===== config.mk =====
export PLATFORM = sky130hd
export DESIGN_NAME = serial_add_sub_controller
export DESIGN_NICKNAME = d
export VERILOG_FILES = /design/src/rtl/serial_add_sub_controller.sv
export SDC_FILE = /design/constraint.sdc
export NUM_CORES = 1
export LEC_CHECK = 0
export CORE_MARGIN = 3
export CORE_UTILIZATION = 55
export CTS_BUF_LIST = sky130_fd_sc_hd__clkbuf_8
export DETAILED_ROUTE_END_ITERATION = 16
export PLACE_DENSITY = 0.92
export SYNTH_ARGS = -nofsm -noshare
export SYNTH_HDL_FRONTEND = slang
export SYNTH_HIERARCHICAL = 1
export SYNTH_SLANG_ARGS = --single-unit

===== constraint.sdc =====
create_clock -name clk -period 3.4 [get_ports clk]
set_input_delay 0.34 -clock clk [delete_from_list [all_inputs] [get_ports clk]]
set_output_delay 0.34 -clock clk [all_outputs]
set_load 0.01 [all_outputs]

===== src/rtl/serial_add_sub_controller.sv =====
// ============================================================================
// Module   : serial_add_sub_controller (+ one_bit_adder_subtractor slice)
// Brief    : Bit-serial WIDTH-bit add/sub sequencer, LSB first, one slice.
//            Define SERIAL_ADDSUB_OVF_EN to compile the signed-overflow flag.
// Revision : 1.0 - initial release
// ============================================================================
`default_nettype none

module one_bit_adder_subtractor (
  input  logic a_i,
  input  logic b_i,
  input  logic sel_i,
  input  logic cin_i,
  output logic s_o,
  output logic cout_o
);

  logic bx_w;

  assign bx_w   = b_i ^ sel_i;
  assign s_o    = a_i ^ bx_w ^ cin_i;
  assign cout_o = (a_i & bx_w) | (cin_i & (a_i ^ bx_w));

endmodule

module serial_add_sub_controller #(
  parameter int WIDTH = 4
) (
  input  logic             clk,
  input  logic             rst_n,
  input  logic             start_i,
  input  logic             sel_i,
  input  logic [WIDTH-1:0] a_i,
  input  logic [WIDTH-1:0] b_i,
  output logic             busy_o,
  output logic             done_o,
  output logic [WIDTH-1:0] result_o,
  output logic             cout_o,
  output logic             ovf_o
);

  localparam int CW = (WIDTH > 2) ? $clog2(WIDTH) : 1;
  localparam logic [CW-1:0] C_LAST = CW'(WIDTH - 1);

  typedef enum logic [1:0] {
    IDLE = 2'd0,
    RUN  = 2'd1,
    DONE = 2'd2
  } state_e;

  state_e           state_q;
  logic [WIDTH-1:0] a_sr_q;
  logic [WIDTH-1:0] b_sr_q;
  logic [WIDTH-1:0] result_q;
  logic [CW-1:0]    cnt_q;
  logic             sel_q;
  logic             carry_q;
  logic             cout_q;
  logic             s_w;
  logic             c_w;
`ifdef SERIAL_ADDSUB_OVF_EN
  logic             ovf_q;
`endif

  one_bit_adder_subtractor u_slice (
    .a_i    (a_sr_q[0]),
    .b_i    (b_sr_q[0]),
    .sel_i  (sel_q),
    .cin_i  (carry_q),
    .s_o    (s_w),
    .cout_o (c_w)
  );

  always_ff @(posedge clk or negedge rst_n) begin
    if (!rst_n) begin
      state_q  <= IDLE;
      a_sr_q   <= '0;
      b_sr_q   <= '0;
      result_q <= '0;
      cnt_q    <= '0;
      sel_q    <= 1'b0;
      carry_q  <= 1'b0;
      cout_q   <= 1'b0;
`ifdef SERIAL_ADDSUB_OVF_EN
      ovf_q    <= 1'b0;
`endif
    end else begin
      case (state_q)
        IDLE, DONE: begin
          if (start_i) begin
            a_sr_q   <= a_i;
            b_sr_q   <= b_i;
            sel_q    <= sel_i;
            // Initial carry of 1 supplies the +1 of A + ~B + 1.
            carry_q  <= sel_i;
            cnt_q    <= '0;
            result_q <= '0;
            cout_q   <= 1'b0;
`ifdef SERIAL_ADDSUB_OVF_EN
            ovf_q    <= 1'b0;
`endif
            state_q  <= RUN;
          end else begin
            state_q  <= IDLE;
          end
        end
        RUN: begin
          result_q <= {s_w, result_q[WIDTH-1:1]};
          a_sr_q   <= {1'b0, a_sr_q[WIDTH-1:1]};
          b_sr_q   <= {1'b0, b_sr_q[WIDTH-1:1]};
          carry_q  <= c_w;
          cnt_q    <= cnt_q + 1'b1;
          if (cnt_q == C_LAST) begin
            cout_q  <= c_w;
`ifdef SERIAL_ADDSUB_OVF_EN
            // Carry into MSB differs from carry out of MSB.
            ovf_q   <= carry_q ^ c_w;
`endif
            state_q <= DONE;
          end
        end
        default: state_q <= IDLE;
      endcase
    end
  end

  assign busy_o   = (state_q == RUN);
  assign done_o   = (state_q == DONE);
  assign result_o = result_q;
  assign cout_o   = cout_q;
`ifdef SERIAL_ADDSUB_OVF_EN
  assign ovf_o    = ovf_q;
`else
  assign ovf_o    = 1'b0;
`endif

endmodule

`default_nettype wire


# == Word-level counts from Yosys, hierarchy flattened ==
# Cells that the tools add are included.
# Widths: inputs -> output; s select.
# word_totals
wordCells,42
latchBits,0
inputBits,12
ramBits,0
output_inout_bits,8
n_memories,0
reg_bits,19
romBits,0
# op_classes
n_bitwise,6
div_mod_pow,0
shift,0
order_cmp,0
n_mul,0
eq_ne,5
addsub,1
n_reduce_logical,6
mux,16
# op_table
cell,n
$pmux 4 s2,3
$mux 4,3
$pmux 2 s2,2
$eq 2x2->1 const B,2
$mux 1,4
$mux 2,2
$pmux 1 s2,2
$reduce_and 2->1,2
$reduce_and 3->1,1
$xor 1x1->1,3
$add 2x1->2 const B,1
$and 1x1->1,2
$eq 2x1->1 const B,1
$logic_not 2->1,1
$ne 2x1->1 const B,1
$ne 2x2->1 const B,1
$reduce_bool 2->1,1
$reduce_or 2->1,1
$or 1x1->1,1

# == Longest topological paths before layout ==
# depth
depth_word,6
depth_mapped,5
ltp_nobuf,5

# == Cells and area by module ==
# Netlist, hierarchy kept.
# by_module_without_submodules
module,area_per_inst_um2,seq_area_each_um2,n_inst,cells_each
serial_add_sub_controller,963.4,475.5,1,85
one_bit_adder_subtractor,43.8,0.0,1,6

# == Worst setup path after synthesis ==
# Ideal clock, no wire load.
# synth_path
path_kind,reg2reg
from,register b_sr_q[0]
to,"register result_q[3], in the netlist result_o[3]"
n_path_buf,0
path_slack_ns,1.814
setup_time_ns,0.121
path_stages_with_launch,6
synth_period_minus_slack_ns,1.586
required_time_ns,3.279
arrival_time_ns,1.465
path_cell_list,dfrtp_1 -> xnor2_1 -> fa_1 -> inv_1 -> mux2_2 -> a22o_1
# synth_between
elab_chain_cells,4
# synth_lines
element,line,rtl
start: declaration,53,logic [WIDTH-1:0] b_sr_q;
start signal: assignment,92,b_sr_q <= b_i;
start signal: assignment,110,"b_sr_q <= {1'b0, b_sr_q[WIDTH-1:1]};"
$xor 1x1->1,20,assign bx_w = b_i ^ sel_i;
$xor 1x1->1 (2 in a row),21,assign s_o = a_i ^ bx_w ^ cin_i;
net s_w,59,logic s_w;
$pmux 4 s2,88,case (state_q)
end signal: assignment,108,"result_q <= {s_w, result_q[WIDTH-1:1]};"
end: declaration,54,logic [WIDTH-1:0] result_q;
# The timed path passes the listed nets, and every way through them passes these cells.
# A chain may end at the register's enable or synchronous reset.

# == Worst setup path after layout ==
# layout_path
from,register state_q[0]
to,output busy_o
# layout_between
elab_chain_cells,1
# layout_lines
element,line,rtl
start: declaration,51,state_e state_q;
start signal: assignment,76,state_q <= IDLE;
start signal: assignment,102,state_q <= RUN;
start signal: assignment,104,state_q <= IDLE;
$eq 2x1->1,127,assign busy_o = (state_q == RUN);
end: declaration,35,"output logic busy_o,"
# No other way between the ends.

==> impl_metrics.env <==
export IMPL_vias=720
export IMPL_power_switching_w=0.000404
export IMPL_tightest_slew_ps=813
export IMPL_cts_tree="built"
export IMPL_worstSetupStartpointType="flip-flop"
export IMPL_final_net_count=123
export IMPL_power_frac_comb=0.447
export IMPL_die_w_um=48.8
export IMPL_fin_skew_ps=3.42
export IMPL_wire_per_inst_um=13.2
export IMPL_die_h_um=48.8
export IMPL_totalNegativeSetupSlack_ps=0
export IMPL_wirelength_um=1740
export IMPL_syn_nets=105
export IMPL_initial_core_util=0.625
export IMPL_clkPwrFrac=0.139
export IMPL_cts_buffers=3
export IMPL_internal_power_w=0.000718
export IMPL_ys_ff_latch=19
export IMPL_fin_area_mm2=0.00123
export IMPL_cts_buffer_depth=2
export IMPL_die_area_mm2=0.00238
export IMPL_h_tree_depth=1
export IMPL_crit_path_end_kind="primary output"
export IMPL_post_cts_resized=0
export IMPL_dpl_cell_area_mm2=0.00118
export IMPL_post_cts_buffers=0
export IMPL_diodes=0
export IMPL_io_pins=20
export IMPL_grt_ovfl_total=0
export IMPL_grt_pass1_wl_um=3090
export IMPL_rsz0062_at_grt="false"
export IMPL_cp_data_required_time_ps=3060
export IMPL_vias_per_cell=5.45
export IMPL_clock_sinks=19
export IMPL_ant_nets=0
export IMPL_drc=0
export IMPL_post_route_period_util=0.668
export IMPL_dr_pass1_iters=4
export IMPL_finalHoldViolCount=0
export IMPL_syn_avg_cell_area_um2=11.1
export IMPL_numPortBuffers=18
export IMPL_hold_class="flip-flop to flip-flop"
export IMPL_synthCells=91
export IMPL_clk_pin_slew_ps=70
export IMPL_grt_max_degree=26
export IMPL_final_cell_mix="dfrtp_1, clkdlybuf4s50_1, nor2b_1, mux2i_1"
export IMPL_finalMaxSlewViolations=0
export IMPL_powerDensity_mw_per_mm2=915
export IMPL_p_sw_frac=0.360
export IMPL_crit_fanout=25
export IMPL_grtUsageTotal=0.166
export IMPL_syn_to_final_growth_pct=21.7
export IMPL_pwr_share_seq=0.414
export IMPL_drtIter0Drc=11
export IMPL_drive_gt1_frac=0.111
export IMPL_status="finished, final reports clean"
export IMPL_critPathKind="flip-flop to primary output"
export IMPL_total_leakage_power_nw=0.533
export IMPL_yosysWarnings=6
export IMPL_final_common_cell="dfrtp_1"
export IMPL_synth_cell_types=27
export IMPL_fin_crit_ps=2270
export IMPL_critical_path_arrival_ps=1930
export IMPL_syn_area_mm2=0.00101
export IMPL_place_hpwl_um=1250
export IMPL_max_freq_ghz=0.441
export IMPL_max_slew_margin=0.456
export IMPL_core_area_mm2=0.00161
export IMPL_num_rows=14
export IMPL_yosysSeqAreaShare=0.472
export IMPL_postCtsHoldBufs=0
export IMPL_ir_drop_mv=0.605
export IMPL_maxCapViolations=0
export IMPL_place_congestion=0.757
export IMPL_grt_pass1_vias=695
export IMPL_clock_latency_ps=250
export IMPL_cts_root_buf="clkbuf_8"
export IMPL_antenna_found_initial=0
export IMPL_setup_violations=0
registers in the layout, summed over array words and instances, names as in the netlist:
name      count
carry_q       1
a_sr_q        4
cout_o        1
state_q       2
sel_q         1
b_sr_q        4
result_o      4
cnt_q         2
final timing paths:
| kind | startpoint | end | slack, ps | cells after the start |
|---|---|---|---|---|
| setup / recovery | state_q[0] | busy_o | 1130 | 3 |
| hold reg to reg | sel_q | sel_q | 510 | 2 |
| setup reg to reg | b_sr_q[0] | result_o[3] | 1750 | 5 |
| min in group asynchronous | rst_n | result_o[0] | 550 | 1 |
| hold / removal | sel_q | sel_q | 510 | 2 |
| max in group asynchronous | rst_n | b_sr_q[2] | 2340 | 1 |
layout make-up:
class,count,area (um^2)
flip-flops and latches,19,475
multi-input cells,62,475
fillers,122,385
repair buffers,18,180
clock buffers,3,41.3
well taps,24,30.0
inverters,5,18.8
clock inverters,1,5.00
cells by family after synthesis:
logic type               share of synthesized area
XOR/XNOR                                   0.00870
multiplexers                                 0.148
flip-flops                                   0.472
other                                      0.00372
AO/OA/AOI/OAI                                0.148
adder cells (fa/ha/maj)                     0.0323
AND/OR/NAND/NOR                              0.132
buffers and inverters                       0.0559
worst max-delay path, cell delays in order (launching register included):
cell and delay, ps:
dfrtp_1 800, nand2b_2 190, inv_1 130, clkdlybuf4s50_1 550
power by group through the flow:
| stage | combinational [W] | clock, W | sequential, W |
|---|---|---|---|
| CTS | 0.000509 | 0.000160 | 0.000463 |
| finish | 0.000502 | 0.000156 | 0.000464 |
| floorplan | 0.000396 | 0 | 0.000417 |
| detailed placement | 0.000505 | 0 | 0.000465 |
| global route | 0.000567 | 0.000172 | 0.000486 |
| global placement | 0.000483 | 0 | 0.000458 |
cells in the mapped netlist, drive strengths merged:
cell type	number	area (um^2)
nand2b	3	28.8
and2b	1	7.51
a22o	6	52.6
nor2	2	7.51
buf	3	30.0
dfrtp	19	475
o22ai	1	6.26
ha	1	12.5
nand2	5	18.8
nand3	3	15.0
a211oi	6	45.0
nor2b	7	43.8
inv	5	18.8
a21oi	6	30.0
clkbuf	2	7.51
nor3	1	5.00
mux2	6	78.8
conb	1	3.75
fa	1	20.0
and2	1	6.26
mux2i	7	70.1
o21ai	3	15.0
xnor2	1	8.76
through the flow:
step / util / setup slack, ps / cells / hold slack (ps) / total power (W)
global placement: 0.732 / 1480 / 128 / 487 / 0.000940
CTS: 0.761 / 1140 / 132 / 512 / 0.00113
global route: 0.761 / 1000 / 132 / 532 / 0.00123
floorplan: - / 1810 / 91 / 44.4 / 0.000813
finish: 0.761 / 1130 / 132 / 506 / 0.00112
detailed placement: 0.732 / 1420 / 128 / 496 / 0.000970
metal layers:
| layer | part of all wire | up-vias | global-route usage |
|---|---|---|---|
| li1 | - | 355 | - |
| met1 | 0.48 | 337 | 0.225 |
| met4 | 0.015 | 0 | 0.0948 |
| met2 | 0.45 | 24 | 0.247 |
| met5 | 0 | - | 0 |
| met3 | 0.054 | 4 | 0.0336 |
No activity file was read; power rests on OpenSTA's default activity.
